## config.mk

```make
export PLATFORM = sky130hd
export DESIGN_NAME = multi_ch_bit_aligner
export DESIGN_NICKNAME = d
export VERILOG_FILES = /design/src/rtl/multi_ch_bit_aligner.sv
export SDC_FILE = /design/constraint.sdc
export NUM_CORES = 1
export LEC_CHECK = 0
export CAP_MARGIN = 20
export CORE_MARGIN = 10
export CORE_UTILIZATION = 30
export DETAILED_ROUTE_END_ITERATION = 12
export PLACE_DENSITY = 0.56
export REMOVE_ABC_BUFFERS = 1
export SLEW_MARGIN = 15
export SYNTH_ARGS = -nofsm -noshare
export SYNTH_HDL_FRONTEND = slang
export SYNTH_SLANG_ARGS = --single-unit
```

## constraint.sdc

```tcl
create_clock -name clk -period 2.1 [get_ports clk]
set_clock_uncertainty 0.05 [all_clocks]
set_input_delay 0.21 -clock clk [delete_from_list [all_inputs] [get_ports clk]]
set_output_delay 0.21 -clock clk [all_outputs]
set_load 0.03 [all_outputs]
```

## src/rtl/multi_ch_bit_aligner.sv

```systemverilog
// Multi-channel bit aligner: per channel, picks rising or falling capture of NTAP taps, manually or via an auto search FSM.
// Optional macro ALIGNER_RELOCK_EN: an edge seen while locked restarts the search instead of raising align_error.
module multi_ch_bit_aligner #(
  parameter int NCH     = 4,
  parameter int NTAP    = 3,
  parameter int DWELL_W = 8,
  parameter int MAX_TRY = 4
) (
  input  logic                clk,
  input  logic                rst,
  input  logic                auto_mode_asyn,
  input  logic [NCH-1:0]      manual_fall_asyn,
  input  logic [NCH*NTAP-1:0] din,
  output logic [NCH*NTAP-1:0] dout,
  output logic [NCH-1:0]      dout_mid,
  output logic [NCH-1:0]      edge_found,
  output logic [NCH-1:0]      latch_edge,
  output logic [NCH-1:0]      align_done,
  output logic [NCH-1:0]      align_error,
  output logic                all_locked
);
  localparam int MID = (NTAP - 1) / 2;
  localparam logic [3:0] TRY_LAST = 4'(MAX_TRY - 1);
  localparam logic [DWELL_W-1:0] DWELL_LAST = '1;

  typedef enum logic [2:0] {IDLE, SETTLE, WATCH, LOCKED, ERROR} state_t;

  logic                 auto_s1_q, auto_mode_q, auto_prev_q;
  logic [NCH-1:0]       man_s1_q, manual_fall_q;
  logic [NCH-1:0]       pol;
  logic [NCH*NTAP-1:0]  neg_q, dout_q, dout_d;
  logic [NCH-1:0]       edge_q, edge_d;
  logic [NCH-1:0]       le_q, le_d, done_q, done_d, err_q, err_d;
  state_t [NCH-1:0]     state_q, state_d;
  logic [NCH-1:0][DWELL_W-1:0] dwell_q, dwell_d;
  logic [NCH-1:0][3:0]  try_q, try_d;
  logic                 auto_rise;

  always_ff @(posedge clk) begin
    if (rst) begin
      auto_s1_q     <= 1'b0;
      auto_mode_q   <= 1'b0;
      auto_prev_q   <= 1'b0;
      man_s1_q      <= '0;
      manual_fall_q <= '0;
    end else begin
      auto_s1_q     <= auto_mode_asyn;
      auto_mode_q   <= auto_s1_q;
      auto_prev_q   <= auto_mode_q;
      man_s1_q      <= manual_fall_asyn;
      manual_fall_q <= man_s1_q;
    end
  end

  assign pol       = auto_mode_q ? le_q : manual_fall_q;
  assign auto_rise = auto_mode_q & ~auto_prev_q;

  // Falling-edge bank only refreshes for channels currently using falling capture.
  always_ff @(negedge clk) begin
    if (rst) begin
      neg_q <= '0;
    end else begin
      for (int c = 0; c < NCH; c++) begin
        if (pol[c]) neg_q[c*NTAP +: NTAP] <= din[c*NTAP +: NTAP];
      end
    end
  end

  always_comb begin
    dout_d = din;
    edge_d = '0;
    for (int c = 0; c < NCH; c++) begin
      if (pol[c]) dout_d[c*NTAP +: NTAP] = neg_q[c*NTAP +: NTAP];
      for (int t = 0; t < NTAP - 1; t++) begin
        edge_d[c] = edge_d[c] | (dout_q[c*NTAP+t] ^ dout_q[c*NTAP+t+1]);
      end
    end
  end

  always_comb begin
    state_d = state_q;
    dwell_d = dwell_q;
    try_d   = try_q;
    le_d    = le_q;
    done_d  = done_q;
    err_d   = err_q;
    for (int c = 0; c < NCH; c++) begin
      if (!auto_mode_q) begin
        state_d[c] = IDLE;
        done_d[c]  = 1'b0;
        err_d[c]   = 1'b0;
        try_d[c]   = '0;
      end else begin
        case (state_q[c])
          IDLE: begin
            if (auto_rise) begin
              state_d[c] = SETTLE;
              le_d[c]    = 1'b0;
              try_d[c]   = '0;
              dwell_d[c] = '0;
            end
          end
          // The dwell timer doubles as the 2-cycle flush counter here.
          SETTLE: begin
            if (dwell_q[c][0]) begin
              state_d[c] = WATCH;
              dwell_d[c] = '0;
            end else begin
              dwell_d[c] = dwell_q[c] + 1'b1;
            end
          end
          WATCH: begin
            if (edge_q[c]) begin
              if (try_q[c] == TRY_LAST) begin
                state_d[c] = ERROR;
                err_d[c]   = 1'b1;
              end else begin
                state_d[c] = SETTLE;
                le_d[c]    = ~le_q[c];
                try_d[c]   = try_q[c] + 4'd1;
                dwell_d[c] = '0;
              end
            end else if (dwell_q[c] == DWELL_LAST) begin
              state_d[c] = LOCKED;
              done_d[c]  = 1'b1;
            end else begin
              dwell_d[c] = dwell_q[c] + 1'b1;
            end
          end
          LOCKED: begin
            if (edge_q[c]) begin
`ifdef ALIGNER_RELOCK_EN
              state_d[c] = SETTLE;
              done_d[c]  = 1'b0;
              le_d[c]    = ~le_q[c];
              try_d[c]   = '0;
              dwell_d[c] = '0;
`else
              err_d[c]   = 1'b1;
`endif
            end
          end
          ERROR:   err_d[c]   = 1'b1;
          default: state_d[c] = IDLE;
        endcase
      end
    end
  end

  always_ff @(posedge clk) begin
    if (rst) begin
      dout_q  <= '0;
      edge_q  <= '0;
      le_q    <= '0;
      done_q  <= '0;
      err_q   <= '0;
      state_q <= {NCH{IDLE}};
      dwell_q <= '0;
      try_q   <= '0;
    end else begin
      dout_q  <= dout_d;
      edge_q  <= edge_d;
      le_q    <= le_d;
      done_q  <= done_d;
      err_q   <= err_d;
      state_q <= state_d;
      dwell_q <= dwell_d;
      try_q   <= try_d;
    end
  end

  always_comb begin
    dout_mid = '0;
    for (int c = 0; c < NCH; c++) dout_mid[c] = dout_q[c*NTAP+MID];
  end

  assign dout        = dout_q;
  assign edge_found  = edge_q;
  assign latch_edge  = le_q;
  assign align_done  = done_q;
  assign align_error = err_q;
  assign all_locked  = auto_mode_q & (&done_q);
endmodule
```

* Word level (Yosys, flattened, before mapping)
Cells that the tools add are included.
** Storage, ports and cells
- Bits in registers :: 111
- Input bits :: 19
- Output and inout bits :: 33
- Word-level logic and storage cells :: 266
** Operators by class
- $add $sub $neg :: 8
- Equality and inequality tests :: 60
- Multiplexer cells :: 89
- Bitwise logic cells :: 28
- Reductions and logical operators :: 46
** Operators with widths (number)
- 2-to-1 mux 8 bit :: 17
- case mux 8 bit (3 select lines) :: 4
- 2-to-1 mux 3 bit :: 21
- AND reduction 4 bit :: 13
- inequality test 2 bit (second input constant) :: 24
- case mux 3 bit (4 select lines) :: 4
- 2-to-1 mux 4 bit :: 10
- AND reduction 5 bit :: 8
- inequality test 3 bit (second input constant) :: 12
- adder 8 x 1 -> 8 bit (second input constant) :: 4
- == test 8 bit (second input constant) :: 4
- case mux 4 bit (2 select lines) :: 4
- == test 3 x 2 -> 1 bit (second input constant) :: 8
- nonzero test 3 bit :: 8
- 2-to-1 mux 1 bit :: 21
- adder 4 x 1 -> 4 bit (second input constant) :: 4
- == test 4 x 2 -> 1 bit (second input constant) :: 4
- NOT 1 bit :: 14
- == test 3 x 1 -> 1 bit (second input constant) :: 4
- == test 3 bit (second input constant) :: 4
- logical NOT 3 bit :: 4
- case mux 1 bit (3 select lines) :: 4
- AND reduction 3 bit :: 4
- OR reduction 2 bit :: 5
- 5 further kinds :: 22

* Depth between registers and ports, before layout
Gate-level depths: netlist of the first run.
- Depth in word-level cells :: 4
- Depth in mapped cells :: 6
- Mapped depth without buffers :: 6

==> results.md, run 1 <==
Clock network:
- Clock latency on the worst-skew pair, taken at its later pin, is 400 ps.
- The number of buffers added to fix hold violations after cts is 0.
- The depth of the CTS H-tree is 3.
- No sink is reached through more buffers than the 2 on the longest clock path.
- The clock net in this run drives a total of 111 sinks.
- The CTS tree is yes.
- The clock-pin slew on the worst setup and hold paths is 70 ps.
- The clock root buffer is clkbuf_16.
- The number of clock buffers added by TritonCTS is 9.

Final layout:
- Leaving out fill and tap cells, the most frequent cells in the layout are 110 x dfxtp_1, 72 x buf_4, 61 x nor2_1.
- Leaving out fill and tap cells, the most frequent cell in the layout is dfxtp_1.
- Cells with a size suffix above 1 make up 13.9% of the layout.
- For this run, the share of the core covered by cells in the final layout is 38.0%.
- Compared with the post-synthesis result, the final layout area differs by 24.8%.
- The number of antenna diodes in the final layout is 0.
- Once layout is done, the placed cells without fillers occupy 7660 sq um.
- At the end of the flow, the number of nets in the layout was 851.

Routing:
- The starting DRC count in detailed routing is 284.
- The number of vias per cell is 5.24.
- After detailed routing, the number of remaining DRC violations is 0.
- In the final routed layout, each cell accounts on average for 14.7 um.
- The detailed router placed 5742 vias in this run.
- After detailed routing, the total wire length is 16.1 mm.
- The number of nets still failing antenna checks after routing is 0.
- The pre-antenna-repair detailed-routing pass consisted of 4 iterations.

Power and ir drop:
- The largest voltage drop on the vdd net is 0.000393 V.
- Power spread over the standard cell area amounts to 565 nW/um^2.
- Overall power consumption after layout is estimated at 0.00433 W.
- The leakage power of the design is 2.83 nW.

Synth:
- After synthesis, the netlist uses 77 different library cells.
- The async set-reset flop share out of synthesis is 0%.
- In this run, synthesis inferred 0 flip-flops with an integrated enable.
- The total number of yosys warnings is 0.
- The gate count of the mapped netlist is 725.
- The dominant register cell in the synthesized netlist is dfxtp_1.
- Sorting the synthesized cells by area gives the leading types as dfxtp_1 36%, mux2i_1 5.4%, a21oi_1 3.7%, nor2_1 3.7%, nand3_1 2.9%.
- Dividing the synthesized area by the synthesized cell count gives 8.47 sq um.
- The proportion of synthesized chip area in sequential cells is 36.2%.
- The proportion of netlist area held by the largest area contributor is 36.2%.
- Summed over all instances, the cell type with the most area after synthesis is dfxtp_1.
- The post-synthesis sequential element count is 111.
- In this run the cell area of the synthesized design comes to 6140 sq um.

Global route:
- Entering global routing, the biggest net connects 26 pins.
- The via count of the first global-routing pass is 5548.
- The overall routing resource usage is 12.4%.
- The number of antenna violations at the first check in global routing is 0.
- The global-route wire length before repair is 27.7 mm.
- The total overflow left after global routing is 0.

Timing:
- Setup violations remaining at the end of the flow were counted as 12.
- The worst setup margin is -120 ps.
- Setup repair after global routing could not meet its margin everywhere.
- Final hold analysis gives a worst-case slack of 234 ps.
- The headroom to the max-slew limit is 59.6%.
- For the pin with the worst max-slew slack, the measured transition is 602 ps.
- The final-report hold violation count is 0.
- The total count of max-transition violations in the final report is 0.

Placed design:
- In this run the tool buffered the top-level ports with 51 buffer cells.
- Detailed placement ended at an HPWL of 11.9 mm.
- The pre-CTS setup slack is -188 ps.
- The weighted congestion at the end of routability-driven global placement is 0.831.
- After detailed placement, the total cell area comes to 7290 sq um.

Floorplan:
- In this run the count of I/O pins placed on the die edge is 52.
- Measured along the x axis, the die boundary spans 163 um.
- The initial standard-cell utilization of the core is 30.4%.
- The total die area is 26600 sq um.
- The height of the die is 163 um.
- The area inside the core boundary is 20200 sq um.
- The floorplan has 52 rows.

Run status:
- The final reports fail on setup timing.
- The flow ran to the end, but the final reports show violations.

Worst hold path:
- The path class of the tightest hold or removal check is in -> reg.

Worst setup path:
- STA classifies the critical path endpoint as a flop.
- Along the worst path, the maximum fanout reaches 6.
- The worst path required time is 1260 ps.
- The critical path start-end classification is reg -> reg.
- The data arrival at the endpoint of the critical path is 1390 ps.
- STA classifies the critical path startpoint as a flop.

Run:
- The max-capacitance violation count is 0.
[per-layer routing]
layer	vias to the layer above	GRT usage [%]	part of all wire [%]
li1	2918	-	-
met1	2717	17.1	51
met2	92	18.7	43
met3	15	2.52	4.0
met4	0	4.18	1.6
met5	-	0	0
[repair_timing]
action | 4_1_cts | 5_1_grt
setup endpoints to repair | 12 | 12
setup buffers | 2 | 1
gates resized for setup | 1 | 3
[worst max-delay path: stages (launching register included)]
cell and delay (ps):
dfxtp_2 340, buf_6 100, mux2i_1 170, buf_4 180
mux2i_1 200, nor2_1 50
[kinds of logic after synthesis]
logic type,after synthesis,share of synthesized area (%)
AND/OR/NAND/NOR,327,31.5
multiplexers,34,5.56
AO/OA/AOI/OAI,166,18.8
flip-flops,111,36.2
buffers and inverters,72,5.05
adder cells (fa/ha/maj),12,2.45
XOR/XNOR,3,0.428
[power breakdown]
group,switching [W],internal [W]
combinational,0.000202,0.000167
sequential,0.0000338,0.00214
clock,0.000866,0.000916
total,0.00110,0.00323
[final timing paths]
path | startpoint | to | slack (ps) | cells after the start
setup / recovery | auto_mode_q | neg_q[0] | -120 | 5
hold / removal | rst | dout[11] | 230 | 2
setup reg to reg | auto_mode_q | neg_q[0] | -120 | 5
hold reg to reg | man_s1_q[0] | manual_fall_q[0] | 390 | 1
[cells in the mapped netlist (all sizes together), types with 5 or more instances]
library cell	instances
o2111ai	8
nor3b	10
o211ai	14
dfxtp	111
a211oi	6
o41ai	5
buf	15
o31ai	8
ha	12
o21ai	21
nand3b	7
nor2b	25
or4b	9
inv	20
nor3	28
nor4b	6
or3	8
nand4	18
nand2b	13
clkbuf	37
and3	9
nand3	36
o32ai	5
nor2	61
nand2	41
o221ai	5
or4	8
mux2i	33
a31oi	6
or3b	12
a21oi	46
nor4	11
[metrics by stage]
step,std cells,setup TNS [ps]
global route,1095,-2310
floorplan,673,-7830
CTS,1094,-1390
global placement,1065,-1670
detailed placement,1065,-1960
finish,1095,-1150
[flip-flops by register name, indices dropped and copies added (netlist names), 4 cells and up]
name           count
try_q             16
edge_found         4
dout              12
manual_fall_q      4
latch_edge         4
align_error        4
man_s1_q           4
state_q           12
neg_q             12
dwell_q           32
align_done         4
[cell type report]
cell class / count / area, sq um
fillers: 2072 / 12500
multi-input cells: 542 / 3610
flip-flops and latches: 111 / 2220
repair buffers: 125 / 1080
well taps: 270 / 338
clock buffers: 11 / 254
clock inverters: 17 / 82.6
inverters: 19 / 71.3
Note: power is estimated with default switching activity, not from simulation.
==> run 2, diff against run 1 <==
- CAP_MARGIN: 20 -> unset
==> results of run 2 <==
Final layout, timing and power as in run 1 (identical DEF).
==> run 3, diff against run 2 <==
- REMOVE_ABC_BUFFERS: 1 -> unset
==> run 3 against run 2 <==
Compared with the run above:
- core utilization increased by 0.22 points
- combinational power about the same
- clock power rose by 6%
- the flow still finishes with violations (setup timing)
- critical endpoint is now neg_q[2]
- routed wire length rose by 0.49%
- final cell count barely moved
- sequential power about the same
- largest cell class unchanged
==> results.md, run 3 (synthesis results as in run 1) <==
Final layout:
- The proportion of layout cells with a drive suffix above 1 came to 14.5% (+0.52 points).
- Ranked by flip-flop count, first place goes to dwell_q.
- The flip-flop count of the largest register, all copies and words added is 32 (unchanged).
- The most common cell after layout, fill and taps aside is dfxtp_1.
- The fill cell instance count of the final layout came to 2088 (+0.77%).
- In the final layout, the registers with the most flip-flops are dwell_q: 32 flops, try_q: 16 flops.
- The finished layout cell area is 7710 sq um (+0.59%).
- The final instance count without filler cells was 1094 (-0.091%).
- The number of nets in the layout is 849 (-0.24%).
- The area added between synthesis and finish is 25.5%.
- In the layout the commonest cells are 108 x dfxtp_1, 71 x buf_4, 61 x nor2_1.

Power and ir drop:
- The leakage power of the design is 2.83 nW (about the same).
- The areal power density over the cells was 575 nW/um^2 (+1.8%).
- The largest voltage drop on the vdd net is 0.000600 V (+53%).
- The post-route total power was 0.00443 W (+2.4%).

Placed design:
- The count of input and output buffers is 51 (unchanged).
- The number of placed cells counting well taps came to 1064 (-0.094%).
- The final HPWL from detailed placement is 12.0 mm (+0.50%).
- The weighted congestion at the end of routability-driven global placement is 0.858 (+3.3%).
- The total placed instance area is 7330 sq um (+0.51%).

Worst setup path:
- STA classifies the critical path startpoint as a flop.
- The critical path's top delay family is flip-flops.
- The kind of capture point of the worst setup path is a flop.
- The data arrival at the endpoint of the critical path came to 1480 ps (+90 ps).
- The highest cell delay on the worst timing path came to 450 ps (+110 ps).
- The worst path required time was 1280 ps (+20 ps).
- The critical path start-end classification is reg -> reg.
- The buffers plus inverters on the worst setup path is 1 (-1).
- The critical-path maximum fanout is 6 (unchanged).
- The highest-delay cell along the critical path is dfxtp_4.
- Traced cell by cell, the critical path runs through mux2i_2 > buf_4 > mux2i_1 > nor2_1.

Global route:
- The pin count of the biggest net entering global routing is 22 (-15%).
- The met3 track demand over resource in global routing is 4.08% (+1.6 points).
- The global-route wire length before repair was 27.1 mm (-2.2%).
- The met2 layer usage reported by global route came to 17.8% (-0.95 points).
- The number of antenna violations at the first check in global routing was 0 (unchanged).
- The overall routing resource usage is 12.2% (-0.19 points).
- The met1 capacity usage during global routing is 16.6% (-0.43 points).
- The leftover overflow at the end of global routing is 0 (unchanged).
- The global routing stage identified its most utilized layer as met2.
- The via count of the first global-routing pass is 5335 (-3.8%).

Routing:
- The average wire per standard cell is 14.8 um (+0.58%).
- The number of nets still failing antenna checks after routing came to 0 (unchanged).
- The post-detailed-route DRC marker count was 0 (unchanged).
- The overall routed net length is 16.2 mm (+0.49%).
- The vias after detailed routing is 5729 (-0.23%).
- The number of vias per cell is 5.24 (-0.14%).
- The total iterations of the first detailed-routing run is 5 (+1).
- The starting DRC count in detailed routing is 243 (-14%).

Timing:
- Setup repair after global routing could not meet its margin everywhere.
- The headroom to the max-slew limit is 63.8% (+4.3 points).
- The slew of the pin with the lowest slew margin is 539 ps (-63.4 ps).
- The total setup violations reported at the end of the flow was 12 (unchanged).
- The final worst hold slack came to 219 ps (-15.2 ps).
- The final-report hold violation count is 0 (unchanged).
- The worst setup margin is -206 ps (-85.4 ps).
- The total count of max-transition violations in the final report is 0 (unchanged).

Clock network:
- The clock-pin slew on the worst setup and hold paths came to 80 ps (about the same).
- The CTS tree is yes.
- The clock root buffer is clkbuf_16.
- The buffer depth of the longest clock path was 2 (unchanged).
- The number of buffers added to fix hold violations after cts is 0 (unchanged).
- The number of sinks on the clock net is 111 (unchanged).
- The clock latency on the worst-skew pair came to 420 ps (+20 ps).
- The number of buffers added by the clock tree synthesis step is 9 (unchanged).
- The depth of the CTS H-tree came to 3 (unchanged).

Run status:
- The flow ran to the end, but the final reports show violations.
- The final reports fail on setup timing.

Floorplan:
- The horizontal die dimension was 163 um (unchanged).
- The area inside the core boundary is 20200 sq um (unchanged).
- The initial standard-cell utilization of the core is 30.4% (unchanged).
- The height of the die is 163 um (unchanged).
- The total die area is 26600 sq um (unchanged).
- The number of placement rows came to 52 (unchanged).
- The I/O pin count was 52 (unchanged).

Worst hold path:
- The path class of the tightest hold or removal check is in -> reg.

Synth:
- Synthesis produced a netlist with a net count of 756.

Run:
- The max-capacitance violation count is 0 (unchanged).
==> run 3: changes by cell type in the layout (fill, tap and decap cells not counted), moves of 2 or more <==
cell     previous run  this run
dfxtp_1           110       108
mux2i_4             0         3
inv_8               0         2
buf_6               2         0
mux2i_1            33        29
==> run 3: where the power goes <==
part	total, W	internal [W]	switching (W)
sequential	0.00218	0.00214	0.0000367
clock	0.00188	0.000943	0.000938
combinational	0.000372	0.000168	0.000203
==> run 3: final timing paths <==
kind,startpoint,end,slack [ps],depth (start not counted)
max,auto_mode_q,neg_q[2],-210,4
min,rst,manual_fall_q[2],220,2
max reg2reg,auto_mode_q,neg_q[2],-210,4
min reg2reg,man_s1_q[3],manual_fall_q[3],390,1
==> run 3: repair_timing <==
| action | in CTS | in global routing |
|---|---|---|
| buffers inserted | 0 | 2 |
| resized for setup | 2 | 3 |
| endpoints found under the setup margin | 13 | 13 |
| pin swaps | 0 | 1 |
==> run 3: layer usage <==
| layer | vias up | share of wire (%) |
|---|---|---|
| met4 | 0 | 1.2 |
| met3 | 14 | 5.8 |
| li1 | 2921 | - |
| met1 | 2684 | 51 |
| met5 | - | 0 |
| met2 | 110 | 42 |
==> run 3: stage by stage <==
| step | setup TNS (ps) | util (%) | setup slack, ps |
|---|---|---|---|
| 6_report | -1740 | 38.2 | -206 |
| 4_1_cts | -1960 | 38.1 | -220 |
| 5_1_grt | -2630 | 38.2 | -267 |
| 3_5_place_dp | -3210 | 36.3 | -310 |
| 3_3_place_gp | -2900 | 36.3 | -281 |
| 2_1_floorplan | -3150 | - | -302 |
==> run 3: cell type report <==
| cell class | instances | area [sq um] | share of cell area (%) |
|---|---|---|---|
| Clock inverter | 18 | 109 | 1.41 |
| Antenna cell | 1 | 2.50 | 0.0325 |
| Timing Repair Buffer | 123 | 1060 | 13.7 |
| Tap cell | 270 | 338 | 4.38 |
| Inverter | 19 | 71.3 | 0.925 |
| Multi-Input combinational cell | 542 | 3650 | 47.4 |
| Clock buffer | 10 | 250 | 3.25 |
| Sequential cell | 111 | 2230 | 28.9 |
==> RTL change 1 (config.mk and constraints of run 1) <==
Add a define of `ALIGNER_RELOCK_EN`.
--- a/src/rtl/multi_ch_bit_aligner.sv
+++ b/src/rtl/multi_ch_bit_aligner.sv
@@ -2,2 +2,4 @@
 // Optional macro ALIGNER_RELOCK_EN: an edge seen while locked restarts the search instead of raising align_error.
+`define ALIGNER_RELOCK_EN
+
 module multi_ch_bit_aligner #(
Check against the original RTL: not checked (the comparison handles one clock edge and no latches or derived clocks); the edit may change what the design does.
==> RTL change 1 against run 1 <==
The run still ends with setup timing left; cell area is 0.62% lower; sequential cell count stayed put; wire length is 6.0% lower; non-clock buffer count is 7 higher; area after synthesis is 3.0% lower; setup slack worse by 0.015 ns; cell count is 2.6% lower; power is 4.9% higher; largest power group unchanged; highest routed layer unchanged.
==> RTL change 1: results (changes against run 1) <==
Power and ir drop
  • Sw power: 1.09 mW (-0.56%)
  • Power drawn by the clock network: 2.00 mW (+12%)
  • Worst-case vdd ir drop: 0.000478 V (+22%)
  • Leakage power: 2.96 nW (+4.5%)
  • Register share of total power: 47.9% (-2.4 points)

Route
  • Met3 layer wire length in the routed design: 649 microns (-0.31%)
  • Via count: 5367 (-6.5%)
  • Wire length on met2: 6600 microns (-5.7%)
  • Average vias per placed instance: 5.03 (-4.0%)
  • DRT met1 WL: 7620 microns (-7.3%)
  • Drt initial violations: 434 (+53%)

Logic synthesis
  • Complex-gate fraction of the synthesized area: 19.1% (+0.30 points)
  • Seq/Total Area, Yosys: 37.3% (+1.1 points)
  • Portion of netlist area occupied by mux cells: 7.73% (+2.2 points)
  • Ranking of synthesized cells by instance count: sky130_fd_sc_hd__dfxtp_1, sky130_fd_sc_hd__nand2_1, sky130_fd_sc_hd__nor2_1
  • Synth Area in Adders: 2.52% (+0.075 points)

Critical path
  • Worst setup path endpoint: neg_q[2]
  • Maximum fanout count along the critical path: 5 (-1)
  • Arrival time reported for the critical path endpoint: 1.41 ns (+0.02 ns)

Timing
  • Worst Setup Slack, final: -0.135 ns (-0.0146 ns)
  • Setup violations, final: 12 (unchanged)
  • Transition time at the pin with the least slew margin: 0.549 ns (-0.0534 ns)
  • Final Hold Slack: 0.262 ns (+0.0279 ns)
  • Sum Neg Setup Slack: -1.32 ns (-0.167 ns)

Place
  • Placed Cells incl. Taps: 1035 (-2.8%)
  • Final weighted congestion in routability-driven placement: 0.835 (+0.59%)
  • DP Worst Slack: -0.201 ns (-0.0131 ns)
  • Instance area at placement: 0.00718 sq mm (-1.5%)
  • Estimated wirelength of the detail-placed design: 11200 microns (-6.0%)

Finish
  • Filler Cells Inserted: 2012 (-2.9%)
  • Final #Nets: 827 (-2.8%)

GRT
  • Met1 GRT Util: 15.8% (-1.3 points)
  • Via count of the first global-routing pass: 5075 (-8.5%)
  • Met2 routing resource usage after global routing: 17.8% (-0.97 points)

Status
  • Violations in the final reports: setup timing
  • Result of the run: finished with violations
RTL change 1: cell types whose count changed in the layout (fill, tap and decap cells not counted), moves of 8 or more:
cell | run 1 | this run
sky130_fd_sc_hd__mux2i_1 | 33 | 46
sky130_fd_sc_hd__inv_1 | 31 | 41
sky130_fd_sc_hd__and3_1 | 9 | 21
sky130_fd_sc_hd__nand2_1 | 41 | 54
sky130_fd_sc_hd__nor4_1 | 10 | 2
sky130_fd_sc_hd__o211ai_1 | 14 | 5
sky130_fd_sc_hd__a21oi_1 | 46 | 26
sky130_fd_sc_hd__nand3_1 | 35 | 22
sky130_fd_sc_hd__nand4_1 | 18 | 10
RTL change 1: area by class of cell:
class | count | area, sq um | share of cell area (%)
timing repair buffer | 132 | 1130 | 14.9
sequential | 111 | 2220 | 29.2
clock buffer | 14 | 329 | 4.32
tap | 265 | 332 | 4.35
inverter | 30 | 113 | 1.48
multi-input combinational | 500 | 3430 | 45.0
clock inverter | 14 | 60.1 | 0.789
==> RTL change 2 (config.mk and constraints of run 1) <==
Without the edit above. Make the reset (`rst`) asynchronous in 3 clocked blocks.
--- a/src/rtl/multi_ch_bit_aligner.sv
+++ b/src/rtl/multi_ch_bit_aligner.sv
@@ -38,3 +38,3 @@
 
-  always_ff @(posedge clk) begin
+  always_ff @(posedge clk or posedge rst) begin
     if (rst) begin
@@ -58,3 +58,3 @@
   // Falling-edge bank only refreshes for channels currently using falling capture.
-  always_ff @(negedge clk) begin
+  always_ff @(negedge clk or posedge rst) begin
     if (rst) begin
@@ -149,3 +149,3 @@
 
-  always_ff @(posedge clk) begin
+  always_ff @(posedge clk or posedge rst) begin
     if (rst) begin
Function: not checked (the comparison handles one clock edge and no latches or derived clocks); the edit may change what the design does.
==> RTL change 2 against run 1 <==
The run still ends with setup timing left; sequential cell count is the same; area after synthesis shrank 8.0%; critical path depth shrank 1; non-clock buffer count shrank 20; setup slack lost 0.25 ns; wire length shrank 14%; die area shrank 7.0%; cell area shrank 7.0%; cell count shrank 17%; worst hold slack lost 0.11 ns; critical endpoint is now neg_q[10]; largest cell class is now registers.
Power is not compared: it rests on default switching activity, and its combinational part moved more than twofold at a synthesized area within 25%.
==> RTL change 2: results (changes against run 1) <==
Clock network
  • Clock latency on the worst-skew pair: 0.37 ns (-0.03 ns)

Logic synthesis
  • Complex-gate fraction of the synthesized area: 16.5% (-2.3 points)
  • Post-synth ARST share: 100% (+100 points)
  • Cell variety after synth: 55 (-29%)
  • Leading cell types by total area after synthesis: sky130_fd_sc_hd__dfrtp_1, sky130_fd_sc_hd__dfrtn_1, sky130_fd_sc_hd__o21ai_0, sky130_fd_sc_hd__mux2_2, sky130_fd_sc_hd__nor2_1
  • Portion of netlist area occupied by mux cells: 6.60% (+1.0 points)
  • Synth Instances: 576 (-21%)

GRT
  • Met1 GRT Util: 14.3% (-2.8 points)
  • Wire length of the first global-routing pass: 22900 microns (-17%)
  • Overall global routing resource usage: 11.4% (-0.99 points)
  • Via count of the first global-routing pass: 4566 (-18%)
  • Met2 routing resource usage after global routing: 18.2% (-0.54 points)
  • Pin count of the biggest net entering global routing: 51 (+96%)

Route
  • Wire length on met2: 6570 microns (-6.1%)
  • Via count: 4698 (-18%)
  • Post-DR wirelength/cell: 15.2 microns (+3.1%)
  • Met3 layer wire length in the routed design: 809 microns (+24%)

Critical path
  • Arrival time reported for the critical path endpoint: 1.58 ns (+0.19 ns)

Finish
  • Count of placed standard cells in the final layout, fillers left out: 908 (-17%)
  • Commonest non-fill, non-tap cell in the layout: sky130_fd_sc_hd__dfrtp_1
  • Final #Nets: 700 (-18%)

Status
  • Violations in the final reports: setup timing
  • Result of the run: finished with violations

Timing
  • Setup violations, final: 12 (unchanged)
  • Worst Setup Slack, final: -0.375 ns (-0.255 ns)
  • Slew headroom: 58.6% (-0.95 points)

Place
  • Placed Cells incl. Taps: 886 (-17%)
  • Estimated wirelength of the detail-placed design: 10000 microns (-16%)
==> RTL change 2: changes by cell type after synthesis, sizes merged, moves of 14 or more <==
| cell | delta |
|---|---|
| mux2i | -25 |
| nor2b | -16 |
| o21ai | +39 |
| clkbuf | -32 |
| a21oi | -14 |
| dfrtp | +99 |
| nor3 | -14 |
| dfxtp | -111 |
| mux2 | +25 |
==> RTL change 2: final cells by class <==
| class | instances | area (sq um) |
|---|---|---|
| Tap cell | 234 | 293 |
| Clock buffer | 9 | 225 |
| Multi-Input combinational cell | 422 | 2730 |
| Fill cell | 1799 | 11500 |
| Timing Repair Buffer | 105 | 930 |
| Sequential cell | 111 | 2780 |
| Inverter | 20 | 77.6 |
| Clock inverter | 7 | 96.3 |
==> RTL change 2: power by group through the flow <==
stage                     clock [mW]  combinational, mW  sequential [mW]
final                           1.80               1.27             2.54
after CTS                       1.86               1.27             2.54
after global routing            1.94               1.39             2.57
after detailed placement           0               1.22             2.57
after floorplan                    0              0.537             2.72
after global placement             0               1.19             2.57
==> RTL change 2: worst max-delay path: stages, from the launching register on <==
cell and delay [ns]:
sky130_fd_sc_hd__dfrtp_1 0.41, sky130_fd_sc_hd__buf_12 0.15, sky130_fd_sc_hd__mux2i_1 0.18, sky130_fd_sc_hd__buf_4 0.18, sky130_fd_sc_hd__mux2_4 0.30
==> RTL change 2: metrics by stage <==
stage / setup TNS, ns / total power, mW / hold WS, ns / cell area (sq um) / util (%)
floorplan: -142.24 / 3.25 / 0.191 / 5520 / -
global placement: -4.09 / 3.76 / 0.283 / 6690 / 35.9
detailed placement: -4.34 / 3.79 / 0.286 / 6690 / 35.9
CTS: -4.42 / 5.67 / 0.132 / 7080 / 38.0
global route: -4.88 / 5.90 / 0.147 / 7130 / 38.2
finish: -4.20 / 5.60 / 0.128 / 7130 / 38.2
==> RTL change 2: what timing repair did <==
action | CTS | global route
pin swaps | 0 | 3
hold buffers | 0 | 0
setup buffers | 4 | 2
gates resized for setup | 10 | 9
endpoints found under the setup margin | 14 | 22
==> RTL change 2: cell families (layout without fill, tap and decap cells) <==
group	count (synthesis)	after routing
AOI/OAI and AO/OA	150	150
adders and majority gates	12	12
buffers and inverters	43	141
DFF	111	111
muxes	34	34
and+or+nand+nor	226	226
==> RTL change 2: worst paths after layout <==
path | startpoint | to | slack [ns] | cells past startpoint
max | auto_mode_q | neg_q[10] | -0.38 | 4
min | rst | dout[4] | 0.13 | 2
max reg2reg | auto_mode_q | neg_q[10] | -0.38 | 4
min reg2reg | man_s1_q[0] | manual_fall_q[0] | 0.30 | 0
max in group asynchronous | rst | neg_q[9] | 0.62 | 2
min in group clk | manual_fall_asyn[2] | man_s1_q[2] | 0.22 | 1
